===== config.mk =====
export PLATFORM = sky130hd
export DESIGN_NAME = ripple_carry_adder
export DESIGN_NICKNAME = d
export VERILOG_FILES = /design/src/rtl/ripple_carry_adder_pkg.sv /design/src/rtl/rca_full_adder.sv /design/src/rtl/ripple_carry_adder.sv
export SDC_FILE = /design/constraint.sdc
export NUM_CORES = 1
export LEC_CHECK = 0
export CAP_MARGIN = 40
export CORE_AREA = 2 2 39 41
export DETAILED_ROUTE_END_ITERATION = 10
export DIE_AREA = 0 0 41 43
export SYNTH_ARGS = -nofsm -noshare
export SYNTH_HDL_FRONTEND = slang
export SYNTH_SLANG_ARGS = --single-unit

===== constraint.sdc =====
create_clock -name clk -period 9.6 [get_ports clk]
set_clock_uncertainty 0.2 [all_clocks]
set_input_delay 2.4 -clock clk [delete_from_list [all_inputs] [get_ports clk]]
set_output_delay 2.4 -clock clk [all_outputs]
set_load 0.01 [all_outputs]

===== src/rtl/ripple_carry_adder_pkg.sv =====
// Shared constants and result type for the ripple-carry adder and its consumers.
package ripple_carry_adder_pkg;

  localparam int RCA_DEFAULT_WIDTH = 4;

  // {cout, sum} at the default width; benches pack reference sums into this.
  typedef struct packed {
    logic                         cout;
    logic [RCA_DEFAULT_WIDTH-1:0] sum;
  } rca_result_t;

endpackage


===== src/rtl/rca_full_adder.sv =====
// Single-bit full-adder cell, the link of the ripple-carry chain.
module rca_full_adder (
  input  logic a,
  input  logic b,
  input  logic ci,
  output logic s,
  output logic co
);

  logic p;

  assign p  = a ^ b;
  assign s  = p ^ ci;
  assign co = (a & b) | (ci & p);

endmodule


===== src/rtl/ripple_carry_adder.sv =====
// WIDTH-bit ripple-carry adder with combinational sum and a one-cycle registered copy.
// Define RIPPLE_CARRY_ADDER_OVF_EN to add signed-overflow outputs ovf / ovf_q.
module ripple_carry_adder
  import ripple_carry_adder_pkg::*;
#(
  parameter int WIDTH = RCA_DEFAULT_WIDTH
) (
  input  logic             clk,
  input  logic             rst,
  input  logic             in_valid,
  input  logic [WIDTH-1:0] A,
  input  logic [WIDTH-1:0] B,
  input  logic             Cin,
  output logic [WIDTH-1:0] S,
  output logic             Cout,
  output logic [WIDTH-1:0] sum_q,
  output logic             cout_q,
  output logic             out_valid
`ifdef RIPPLE_CARRY_ADDER_OVF_EN
  ,
  output logic             ovf,
  output logic             ovf_q
`endif
);

  // carry[i] is the carry into cell i; carry[WIDTH] is the final carry-out.
  logic [WIDTH:0] carry;

  assign carry[0] = Cin;

  for (genvar gi = 0; gi < WIDTH; gi++) begin : g_fa
    rca_full_adder u_fa (
      .a  (A[gi]),
      .b  (B[gi]),
      .ci (carry[gi]),
      .s  (S[gi]),
      .co (carry[gi+1])
    );
  end

  assign Cout = carry[WIDTH];

  logic [WIDTH-1:0] sum_d;
  logic             cout_d;
  logic             out_valid_d;
  logic             out_valid_q;

  always_comb begin
    sum_d       = sum_q;
    cout_d      = cout_q;
    out_valid_d = 1'b0;
    if (in_valid) begin
      sum_d       = S;
      cout_d      = Cout;
      out_valid_d = 1'b1;
    end
  end

  // Output register stage: reset wins over capture on the same edge.
  always_ff @(posedge clk) begin
    if (rst) begin
      sum_q       <= '0;
      cout_q      <= 1'b0;
      out_valid_q <= 1'b0;
    end else begin
      sum_q       <= sum_d;
      cout_q      <= cout_d;
      out_valid_q <= out_valid_d;
    end
  end

  assign out_valid = out_valid_q;

`ifdef RIPPLE_CARRY_ADDER_OVF_EN
  logic ovf_d;

  // Signed overflow: carry into the sign bit disagrees with carry out of it.
  assign ovf = carry[WIDTH-1] ^ carry[WIDTH];

  always_comb begin
    ovf_d = ovf_q;
    if (in_valid) ovf_d = ovf;
  end

  always_ff @(posedge clk) begin
    if (rst) ovf_q <= 1'b0;
    else     ovf_q <= ovf_d;
  end
`endif

endmodule


## After elaboration in Yosys (flattened, before gate mapping)

Index checks and enable logic that the tools add are counted.

| storage, ports and cells | value |
|---|---|
| flip-flop bits (word level) | 6 |
| input port bits | 12 |
| output and inout bits | 11 |
| word-level logic and storage cells | 24 |

| cells by class | value |
|---|---|
| mux-type cells | 1 |
| bitwise gates (word level) | 20 |

Operators with widths:

| operator | count |
|---|---|
| 1-bit bitwise AND | 8 |
| 1-bit XOR | 8 |
| 1-bit bitwise OR | 4 |
| 1-bit two-way mux | 1 |

## Longest topological paths before layout

Gate-level depths: netlist of run 1.

| logic depth | value |
|---|---|
| word-level depth | 9 |
| depth in mapped cells | 9 |
| depth with buffers taken out | 8 |

## Hierarchy

A second synthesis of run 1 with hierarchy kept.

| unflattened totals | value |
|---|---|
| cells, all modules | 22 |
| area, all modules | 286.5 um2 |

By module, submodules not included:

| module | times used | cells an instance | area an instance (um2) | sequential area each (um2) |
|---|---|---|---|---|
| ripple_carry_adder | 1 | 18 | 206.4 | 120.1 |
| rca_full_adder | 4 | 1 | 20.0 | 0.0 |

## Least setup slack after synthesis of run 1

OpenSTA, ideal clock, no wires.

| path | value |
|---|---|
| path kind | input port to output port |
| start | input port A[0] |
| end | output port S[3] |
| data arrival time | 4.045 ns |
| data required time | 7.000 ns |
| path slack | 2.955 ns |
| cell stages on the path | 9 |
| path buffers | 1 |
| cells stage by stage | inv_1 fa_1 inv_1 fa_1 fa_1 inv_1 fa_1 inv_1 buf_4 |

| on the way | value |
|---|---|
| cells in the longest elaborated chain, start to end | 8 |
| elaborated cells between the ends (all ways) | 9 |
| classes of those cells | bitwise: 9 |

RTL lines:

| item | RTL line | RTL |
|---|---|---|
| start, declared | ripple_carry_adder.sv:11 | `input logic [WIDTH-1:0] A,` |
| 1-bit XOR | rca_full_adder.sv:12 | `assign p = a ^ b;` |
| 1-bit bitwise AND | rca_full_adder.sv:14 | `assign co = (a & b) \| (ci & p);` |
| 1-bit bitwise OR (*) | rca_full_adder.sv:14 |  |
| 1-bit bitwise AND (*) | rca_full_adder.sv:14 |  |
| 1-bit bitwise OR (*) | rca_full_adder.sv:14 |  |
| 1-bit bitwise AND (*) | rca_full_adder.sv:14 |  |
| 1-bit bitwise OR (*) | rca_full_adder.sv:14 |  |
| 1-bit XOR (*) | rca_full_adder.sv:13 | `assign s = p ^ ci;` |
| end, declared | ripple_carry_adder.sv:14 | `output logic [WIDTH-1:0] S,` |

Mark *: on every way between the ends. The rest lies on a longest branch, timed or not.

## Worst setup path after layout of run 1

Same ends and word-level chain as after synthesis.

==> reports/results.txt, run 1 <==
status: complete, no violations
Root Buffer: clkbuf_4
Multi-input gate area: 168 um2
post-synthesis register bit count: 6
Slew @ Worst Pin: 450 ps
Max IR drop VDD: 0.0545 mV
Setup Buffers After CTS: 0
Commonest cells post-synth: inv_1, dfxtp_1, buf_4, fa_1
Ant. Diodes: 0
Reg clk slew, reported paths: 40 ps
Warnings, synthesis: 0
GRT Total Usage: 9.18%
Pre-antenna DRT Iters: 4
ranking of synthesized cells by area: dfxtp_1, fa_1, a211oi_2
Initial Utilization: 26.5%
cts hold-fix bufs: 0
DRC viols: 0
Pins Over Slew Limit: 0
Final #Nets: 74
post-route ant nets: 0
biggest area consumer among synthesized cells: dfxtp_1
Reg power frac: 35.0%
first-pass GRT wire length: 1.08 mm
Setup TNS: 0 ps
crit path DAT: 4940 ps
Pwr per Cell Area: 138 nW/um2
asr flop ratio synth: 0%
EDFF count, synth: 0
Critical Path Source Type: input pin
area share of the largest cell type after synthesis: 32.8%
Synth Instances: 36
Hold Path Class: reg2reg
# placed instances: 69
Area after DPL: 566 um2
Die Area: 1760 um2
GRT overflow: 0
routability cong.: 0.673
Setup crit end kind: primary output
cts bufs inserted: 3
Non-Filler Instances: 72
dominant synthesized flop cell: dfxtp_1
CTS tree: built
# rows: 14
RSZ-0062 raised after global routing: no
dpl hpwl: 572 um
post-synth cell types: 10
Core Area: 1380 um2
Max Cap Viol: 0
min Tclk post-route: 7540 ps
Fin. Hold Viols: 0
Sw Pwr: 0.0215 mW
share of layout cells above drive strength 1: 14.3%
CP Class: in2out
count leader, synth: inv_1
Total Wirelength: 681 um
overall via count from detail_route: 280
Via density: 3.89
Area Overhead vs Synth: 60.4%
sw frac: 26.6%
Clk pwr share: 27.9%
sequential area share after synthesis: 32.8%
register area: 120 um2
drt initial violations: 7
# setup viols final: 0
critical path required time: 7000 ps
Max clock buf depth: 2
post-route cell area: 588 um2
largest net degree at the start of global routing: 10
fin crit share: 78.5%
f_max: 133 MHz
Leakage: 0.260 nW
Die H: 43 um
initial antenna violation count: 0
filler cell count in the final layout: 151
Comb pwr share: 37.1%
Num Clock Sinks: 6
Port Buf Inserts: 22
fin util: 42.5%
routed length per instance: 9.46 um
average instance area after synthesis: 10.2 um2
syn_nets: 52
cell area after synthesis: 367 um2
num ports: 23
P_int: 0.0596 mW
Worst Path Max Fanout: 2
chip width: 41 um
H-tree depth: 1
Rel. slew slack: 69.9%
number of global-route vias before repair: 274
worst-skew pair later-pin latency: 240 ps
PostCTS Resize Cnt: 0
flip-flops by register name, indices dropped and copies added (netlist names):
signal     cells
cout_q         1
out_valid      1
sum_q          4
per-layer routing:
layer | vias to the layer above | GRT usage, % | routed length [um]
met5 | - | 0 | 0
met4 | 0 | 4.00 | 0
met3 | 0 | 4.71 | 61
met2 | 11 | 13.8 | 331
met1 | 128 | 10.5 | 287
li1 | 141 | - | -
cells by family after synthesis:
kind of cell	after synthesis	share of synthesized area [%]
DFF	6	32.8
muxes	2	5.46
AOI/OAI and AO/OA	3	10.2
adders and majority gates	4	21.8
buffers and inverters	15	21.5
and+or+nand+nor	6	8.19
power by group through the flow:
stage               Combinational [mW]  Clock (mW)  Sequential, mW
floorplan                       0.0159           0          0.0299
CTS                             0.0306      0.0241          0.0284
detailed placement              0.0305           0          0.0288
global route                    0.0324      0.0254          0.0287
finish                          0.0301      0.0226          0.0284
global placement                0.0303           0          0.0289
per-stage QoR:
| stage | worst slack [ps] | power [mW] | hold WS (ps) |
|---|---|---|---|
| after floorplan | 2960 | 0.0458 | 308 |
| after global placement | 2060 | 0.0591 | 282 |
| after detailed placement | 2030 | 0.0594 | 291 |
| after CTS | 2030 | 0.0831 | 299 |
| after global routing | 1950 | 0.0866 | 319 |
| final | 2060 | 0.0811 | 294 |
worst paths after layout:
path	start	endpoint	slack, ps	cells after the start
min reg2reg	sum_q[0]$_SDFFE_PP0P_	sum_q[0]$_SDFFE_PP0P_	290	2
min	sum_q[0]$_SDFFE_PP0P_	sum_q[0]$_SDFFE_PP0P_	290	2
max	A[0]	S[3]	2060	10
max reg2reg	sum_q[3]$_SDFFE_PP0P_	sum_q[3]$_SDFFE_PP0P_	8750	2
cell usage in the layout (no fill, tap or decap):
cell type	instances
inv_1	10
a211oi_2	3
clkbuf_4	3
nor2b_1	1
nor2_1	3
mux2i_1	2
nor2_2	2
clkdlybuf4s50_1	22
dfxtp_1	6
fa_1	4
critical path: stages:
cell             delay [ps]
clkdlybuf4s50_1         390
inv_1                    70
fa_1                    170
inv_1                    50
fa_1                    380
fa_1                    370
inv_1                    70
fa_1                    440
inv_1                    70
clkdlybuf4s50_1         520
area by class of cell:
cell class	count	share of cell area (%)
multi-input combinational	15	28.5
clock buffer	3	3.83
tap	16	3.40
timing repair buffer	22	37.4
sequential	6	20.4
inverter	10	6.38
No activity file was read; power rests on OpenSTA's default activity.
==> run 2: changes to the inputs <==
Clock period 9.6 ns to 7.4 ns, I/O delays scaled along.
==> reports/results.txt, run 2 (synthesized netlist as in run 1, its figures left out) <==
Die H: 43 um (unchanged)
RSZ-0062 raised after global routing: no
Pre-antenna DRT Iters: 2 (-2)
Port Buf Inserts: 22 (unchanged)
Total Wirelength: 667 um (-2.1%)
Final #Nets: 74 (unchanged)
Pins Over Slew Limit: 0 (unchanged)
Setup Buffers After CTS: 0 (unchanged)
r2r startpoint: sum_q[0]$_SDFFE_PP0P_
critical-path cell list: clkdlybuf4s50_1 -> inv_1 -> fa_1 -> inv_1 -> fa_1 -> fa_1 -> inv_1 -> fa_1 -> inv_1 -> clkdlybuf4s50_1
Reg power frac: 34.6% (-0.4 points)
CP Class: in2out
initial antenna violation count: 0 (unchanged)
min Tclk post-route: 6470 ps
commonest non-fill, non-tap cell in the layout: clkdlybuf4s50_1
cts hold-fix bufs: 0 (unchanged)
sw frac: 27.4% (+0.88 points)
GRT overflow: 0 (unchanged)
Fin. Hold Viols: 0 (unchanged)
Crit path depth: 10 (unchanged)
fin crit share: 87.4%
Area Overhead vs Synth: 60.4% (unchanged)
Worst Path Max Fanout: 2 (unchanged)
Initial Utilization: 26.5% (unchanged)
routability cong.: 0.657 (-2.3%)
Reg with most FFs: sum_q
critical path required time: 5350 ps (-1650 ps)
CTS tree: built
largest net degree at the start of global routing: 10 (unchanged)
cts bufs inserted: 3 (unchanged)
Die Area: 1760 um2 (unchanged)
Area after DPL: 566 um2 (unchanged)
post-route ant nets: 0 (unchanged)
max FFs per register: 4 (unchanged)
Min Hold Slack: 292 ps (-2.04 ps)
chip width: 41 um (unchanged)
f_max: 155 MHz
Critical Path Source Type: input pin
Sw Pwr: 0.0292 mW (+36%)
Setup TNS: 0 ps (unchanged)
worst-skew pair later-pin latency: 240 ps (about the same)
Slew @ Worst Pin: 451 ps (+0.987 ps)
CP top delay family: adder cells
CP max stage cell: clkdlybuf4s50_1
number of global-route vias before repair: 296 (+8.0%)
num ports: 23 (unchanged)
Max Cap Viol: 0 (unchanged)
Reg-to-Reg End: sum_q[0]$_SDFFE_PP0P_
Reg2Reg Setup Slack: 6550 ps (-2200 ps)
most frequent cells in the layout: clkdlybuf4s50_1, inv_1, dfxtp_1, fa_1
Worst path max stage delay: 520 ps (about the same)
PostCTS Resize Cnt: 0 (unchanged)
reg2reg path depth: 2 (unchanged)
H-tree depth: 1 (unchanged)
Via density: 3.90 (+0.36%)
Rel. slew slack: 69.9% (about the same)
post-route cell area: 588 um2 (unchanged)
Max clock buf depth: 2 (unchanged)
Bufs and invs on worst path: 6 (unchanged)
Hold Path Class: reg2reg
overall via count from detail_route: 281 (+0.36%)
critical path endpoint: S[3]
Reg clk slew, reported paths: 50 ps (about the same)
GRT Total Usage: 10.2% (+1.0 points)
DRC viols: 0 (unchanged)
Setup crit end kind: primary output
Clk pwr share: 29.0% (+1.1 points)
first-pass GRT wire length: 1.20 mm (+12%)
Worst Setup SP: A[0]
P_int: 0.0773 mW (+30%)
Pwr per Cell Area: 181 nW/um2 (+31%)
status: complete, no violations
share of layout cells above drive strength 1: 14.3% (unchanged)
Core Area: 1380 um2 (unchanged)
Max IR drop VDD: 0.0745 mV (+37%)
routed length per instance: 9.26 um (-2.1%)
crit path DAT: 4420 ps (-520 ps)
# setup viols final: 0 (unchanged)
# rows: 14 (unchanged)
Comb pwr share: 36.5% (-0.6 points)
Leakage: 0.260 nW (unchanged)
drt initial violations: 1 (-6)
Ant. Diodes: 0 (unchanged)
Root Buffer: clkbuf_4
Num Clock Sinks: 6 (unchanged)
[run 2: cell counts in the layout (fill, tap and decap cells not counted)]
Identical to the previous run, type by type.
[run 2: per-stage QoR]
stage	instances	total power [mW]	setup slack (ps)	utilization, %
3_5_place_dp	69	0.0769	919	40.9
4_1_cts	72	0.108	904	42.5
5_1_grt	72	0.114	803	42.5
3_3_place_gp	69	0.0767	913	40.9
2_1_floorplan	36	0.0594	1860	-
6_report	72	0.107	931	42.5
[run 2: routing by layer]
metal | vias up | track usage [%] | wire length [um]
li1 | 142 | - | -
met1 | 128 | 13.1 | 319
met2 | 11 | 13.4 | 304
met3 | 0 | 3.14 | 42
met4 | 0 | 8.00 | 0
met5 | - | 0 | 0
[run 2: worst min path at each step]
stage / start / end / slack [ps] / cells after the start
2_1_floorplan: sum_q[0]$_SDFFE_PP0P_ / sum_q[0]$_SDFFE_PP0P_ / 310 / 2
3_3_place_gp: sum_q[2]$_SDFFE_PP0P_ / sum_q[2]$_SDFFE_PP0P_ / 280 / 2
3_5_place_dp: sum_q[0]$_SDFFE_PP0P_ / sum_q[0]$_SDFFE_PP0P_ / 290 / 2
4_1_cts: sum_q[0]$_SDFFE_PP0P_ / sum_q[0]$_SDFFE_PP0P_ / 300 / 2
5_1_grt: sum_q[0]$_SDFFE_PP0P_ / sum_q[0]$_SDFFE_PP0P_ / 320 / 2
6_report: sum_q[0]$_SDFFE_PP0P_ / sum_q[0]$_SDFFE_PP0P_ / 290 / 2
[run 2: power by group through the flow]
stage	logic, mW	registers [mW]	clock network (mW)
after floorplan	0.0206	0.0388	0
after global placement	0.0393	0.0374	0
after detailed placement	0.0394	0.0374	0
after CTS	0.0396	0.0369	0.0316
after global routing	0.0431	0.0372	0.0342
final	0.0389	0.0368	0.0308
[run 2: final cells by class]
type                       instances  area (um2)
fill                             164         796
timing repair buffer              22         220
multi-input combinational         15         168
sequential                         6         120
inverter                          10        37.5
clock buffer                       3        22.5
tap                               16        20.0
[run 2: worst register-to-register path: cells and delay by family, from the launching register on]
kind / cells / cell delay [ps]
flops: 1 / 340
compound gates: 1 / 190
simple gates: 1 / 40
==> run 3: changes to the inputs <==
Settings changed: DONT_BUFFER_PORTS from default to 1.
==> reports/results.txt, run 3 (synthesized netlist as in run 1, its figures left out) <==
Total Wirelength: 562 um (-16%)
commonest non-fill, non-tap cell in the layout: inv_1
Reg2Reg Setup Slack: 6500 ps (-50 ps)
critical path endpoint: S[3]
Pre-antenna DRT Iters: 1 (-1)
Final #Nets: 52 (-30%)
Reg-to-Reg End: sum_q[3]$_SDFFE_PP0P_
cts bufs inserted: 3 (unchanged)
num ports: 23 (unchanged)
Most Used Layer, Global Route: met2
Reg clk slew, reported paths: 50 ps (about the same)
CTS tree: built
share of layout cells above drive strength 1: 23.5% (+9.2 points)
met3 Use GR: 4.19% (+1.0 points)
Max IR drop VDD: 0.0416 mV (-44%)
# rows: 14 (unchanged)
Worst path max stage delay: 440 ps (-80 ps)
met2 usage: 8.75% (-4.7 points)
fin crit share: 75.1% (-12 points)
GR met1 Demand/Resource: 6.91% (-6.2 points)
most frequent cells in the layout: inv_1, dfxtp_1, fa_1
Root Buffer: clkbuf_4
GRT Total Usage: 6.67% (-3.5 points)
Num Clock Sinks: 6 (unchanged)
crit path DAT: 3510 ps (-910 ps)
Initial Utilization: 26.5% (unchanged)
Multi-input gate area: 168 um2 (unchanged)
GRT overflow: 0 (unchanged)
filler cell count in the final layout: 152 (-7.3%)
drt initial violations: 0 (-1)
Die H: 43 um (unchanged)
Worst Path Max Fanout: 2 (unchanged)
CP top delay family: adder cells
min Tclk post-route: 5560 ps (-913 ps)
f_max: 180 MHz (+16%)
PostCTS Resize Cnt: 0 (unchanged)
Setup crit end kind: primary output
Min Hold Slack: 334 ps (+41.6 ps)
critical path required time: 5350 ps (about the same)
dpl hpwl: 452 um
chip width: 41 um (unchanged)
status: complete, no violations
Area Overhead vs Synth: 0.341%
first-pass GRT wire length: 752 um (-37%)
Ant. Diodes: 0 (unchanged)
Via density: 4.16 (+6.6%)
Critical Path Source Type: input pin
Bufs and invs on worst path: 4 (-2)
RSZ-0062 raised after global routing: no
Slew @ Worst Pin: 172 ps (-279 ps)
Hold Path Class: reg2reg
critical-path cell list: inv_1 -> fa_1 -> inv_1 -> fa_1 -> fa_1 -> inv_1 -> fa_1 -> inv_1
# setup viols final: 0 (unchanged)
Crit path depth: 8 (-2)
Core Area: 1380 um2 (unchanged)
cts hold-fix bufs: 0 (unchanged)
Pins Over Slew Limit: 0 (unchanged)
Port Buf Inserts: 0 (-100%)
Setup TNS: 0 ps (unchanged)
Leakage: 0.176 nW (-32%)
Die Area: 1760 um2 (unchanged)
Max Cap Viol: 0 (unchanged)
Power Total: 0.0850 mW (-20%)
number of global-route vias before repair: 211 (-29%)
overall via count from detail_route: 208 (-26%)
initial antenna violation count: 0 (unchanged)
largest net degree at the start of global routing: 10 (unchanged)
post-route ant nets: 0 (unchanged)
Reg with most FFs: sum_q
max FFs per register: 4 (unchanged)
Fin. Hold Viols: 0 (unchanged)
Pwr per Cell Area: 231 nW/um2 (+28%)
routability cong.: 0.598 (-9.1%)
Worst Setup SP: A[0]
H-tree depth: 1 (unchanged)
Setup Buffers After CTS: 0 (unchanged)
Max clock buf depth: 2 (unchanged)
reg2reg path depth: 2 (unchanged)
r2r startpoint: sum_q[3]$_SDFFE_PP0P_
DRC viols: 0 (unchanged)
worst-skew pair later-pin latency: 240 ps (about the same)
register area: 120 um2 (unchanged)
Rel. slew slack: 88.5% (+19 points)
CP Class: in2out
routed length per instance: 11.2 um (+21%)
# placed instances: 47 (-32%)
Non-Filler Instances: 50 (-31%)
CP max stage cell: fa_1
run 3: cell types whose count changed in the layout (fill, tap and decap cells not counted):
| cell | previous run | this run |
|---|---|---|
| clkdlybuf4s50_1 | 22 | 0 |
run 3: where the power goes:
group | total [mW] | switching [mW] | internal [mW]
clock network | 0.0299 | 0.0115 | 0.0183
logic | 0.0164 | 0.00943 | 0.00701
registers | 0.0387 | 0.00329 | 0.0354
total | 0.0850 | 0.0243 | 0.0607
run 3: how the worst min path moves through the flow:
stage                                      from               endpoint  slack, ps  cells past startpoint
after global placement    sum_q[0]$_SDFFE_PP0P_  sum_q[0]$_SDFFE_PP0P_        320                      2
after CTS                 sum_q[0]$_SDFFE_PP0P_  sum_q[0]$_SDFFE_PP0P_        340                      2
final                     sum_q[0]$_SDFFE_PP0P_  sum_q[0]$_SDFFE_PP0P_        330                      2
after global routing      sum_q[0]$_SDFFE_PP0P_  sum_q[0]$_SDFFE_PP0P_        380                      2
after detailed placement  sum_q[0]$_SDFFE_PP0P_  sum_q[0]$_SDFFE_PP0P_        330                      2
after floorplan           sum_q[0]$_SDFFE_PP0P_  sum_q[0]$_SDFFE_PP0P_        310                      2
run 3: cell type report:
class	count	area share, %
inverters	10	10.2
clock buffers	3	6.12
multi-input cells	15	45.6
flip-flops and latches	6	32.7
well taps	16	5.44
run 3: tightest hold or removal path, delay by kind of cell, from the launching register on:
family,cells,cell delay [ps]
simple gates,1,110
flops,1,340
compound gates,1,50
run 3: metrics by stage:
stage	util (%)	setup slack, ps	instance area [um2]
2_1_floorplan	-	1860	367
3_3_place_gp	25.0	1840	345
3_5_place_dp	25.0	1840	345
4_1_cts	26.6	1830	368
5_1_grt	26.6	1760	368
6_report	26.6	1840	368
run 3: metal layers:
metal,vias up,routed length (um)
met5,-,0
met4,0,8
met3,2,86
met2,12,269
met1,97,198
li1,97,-
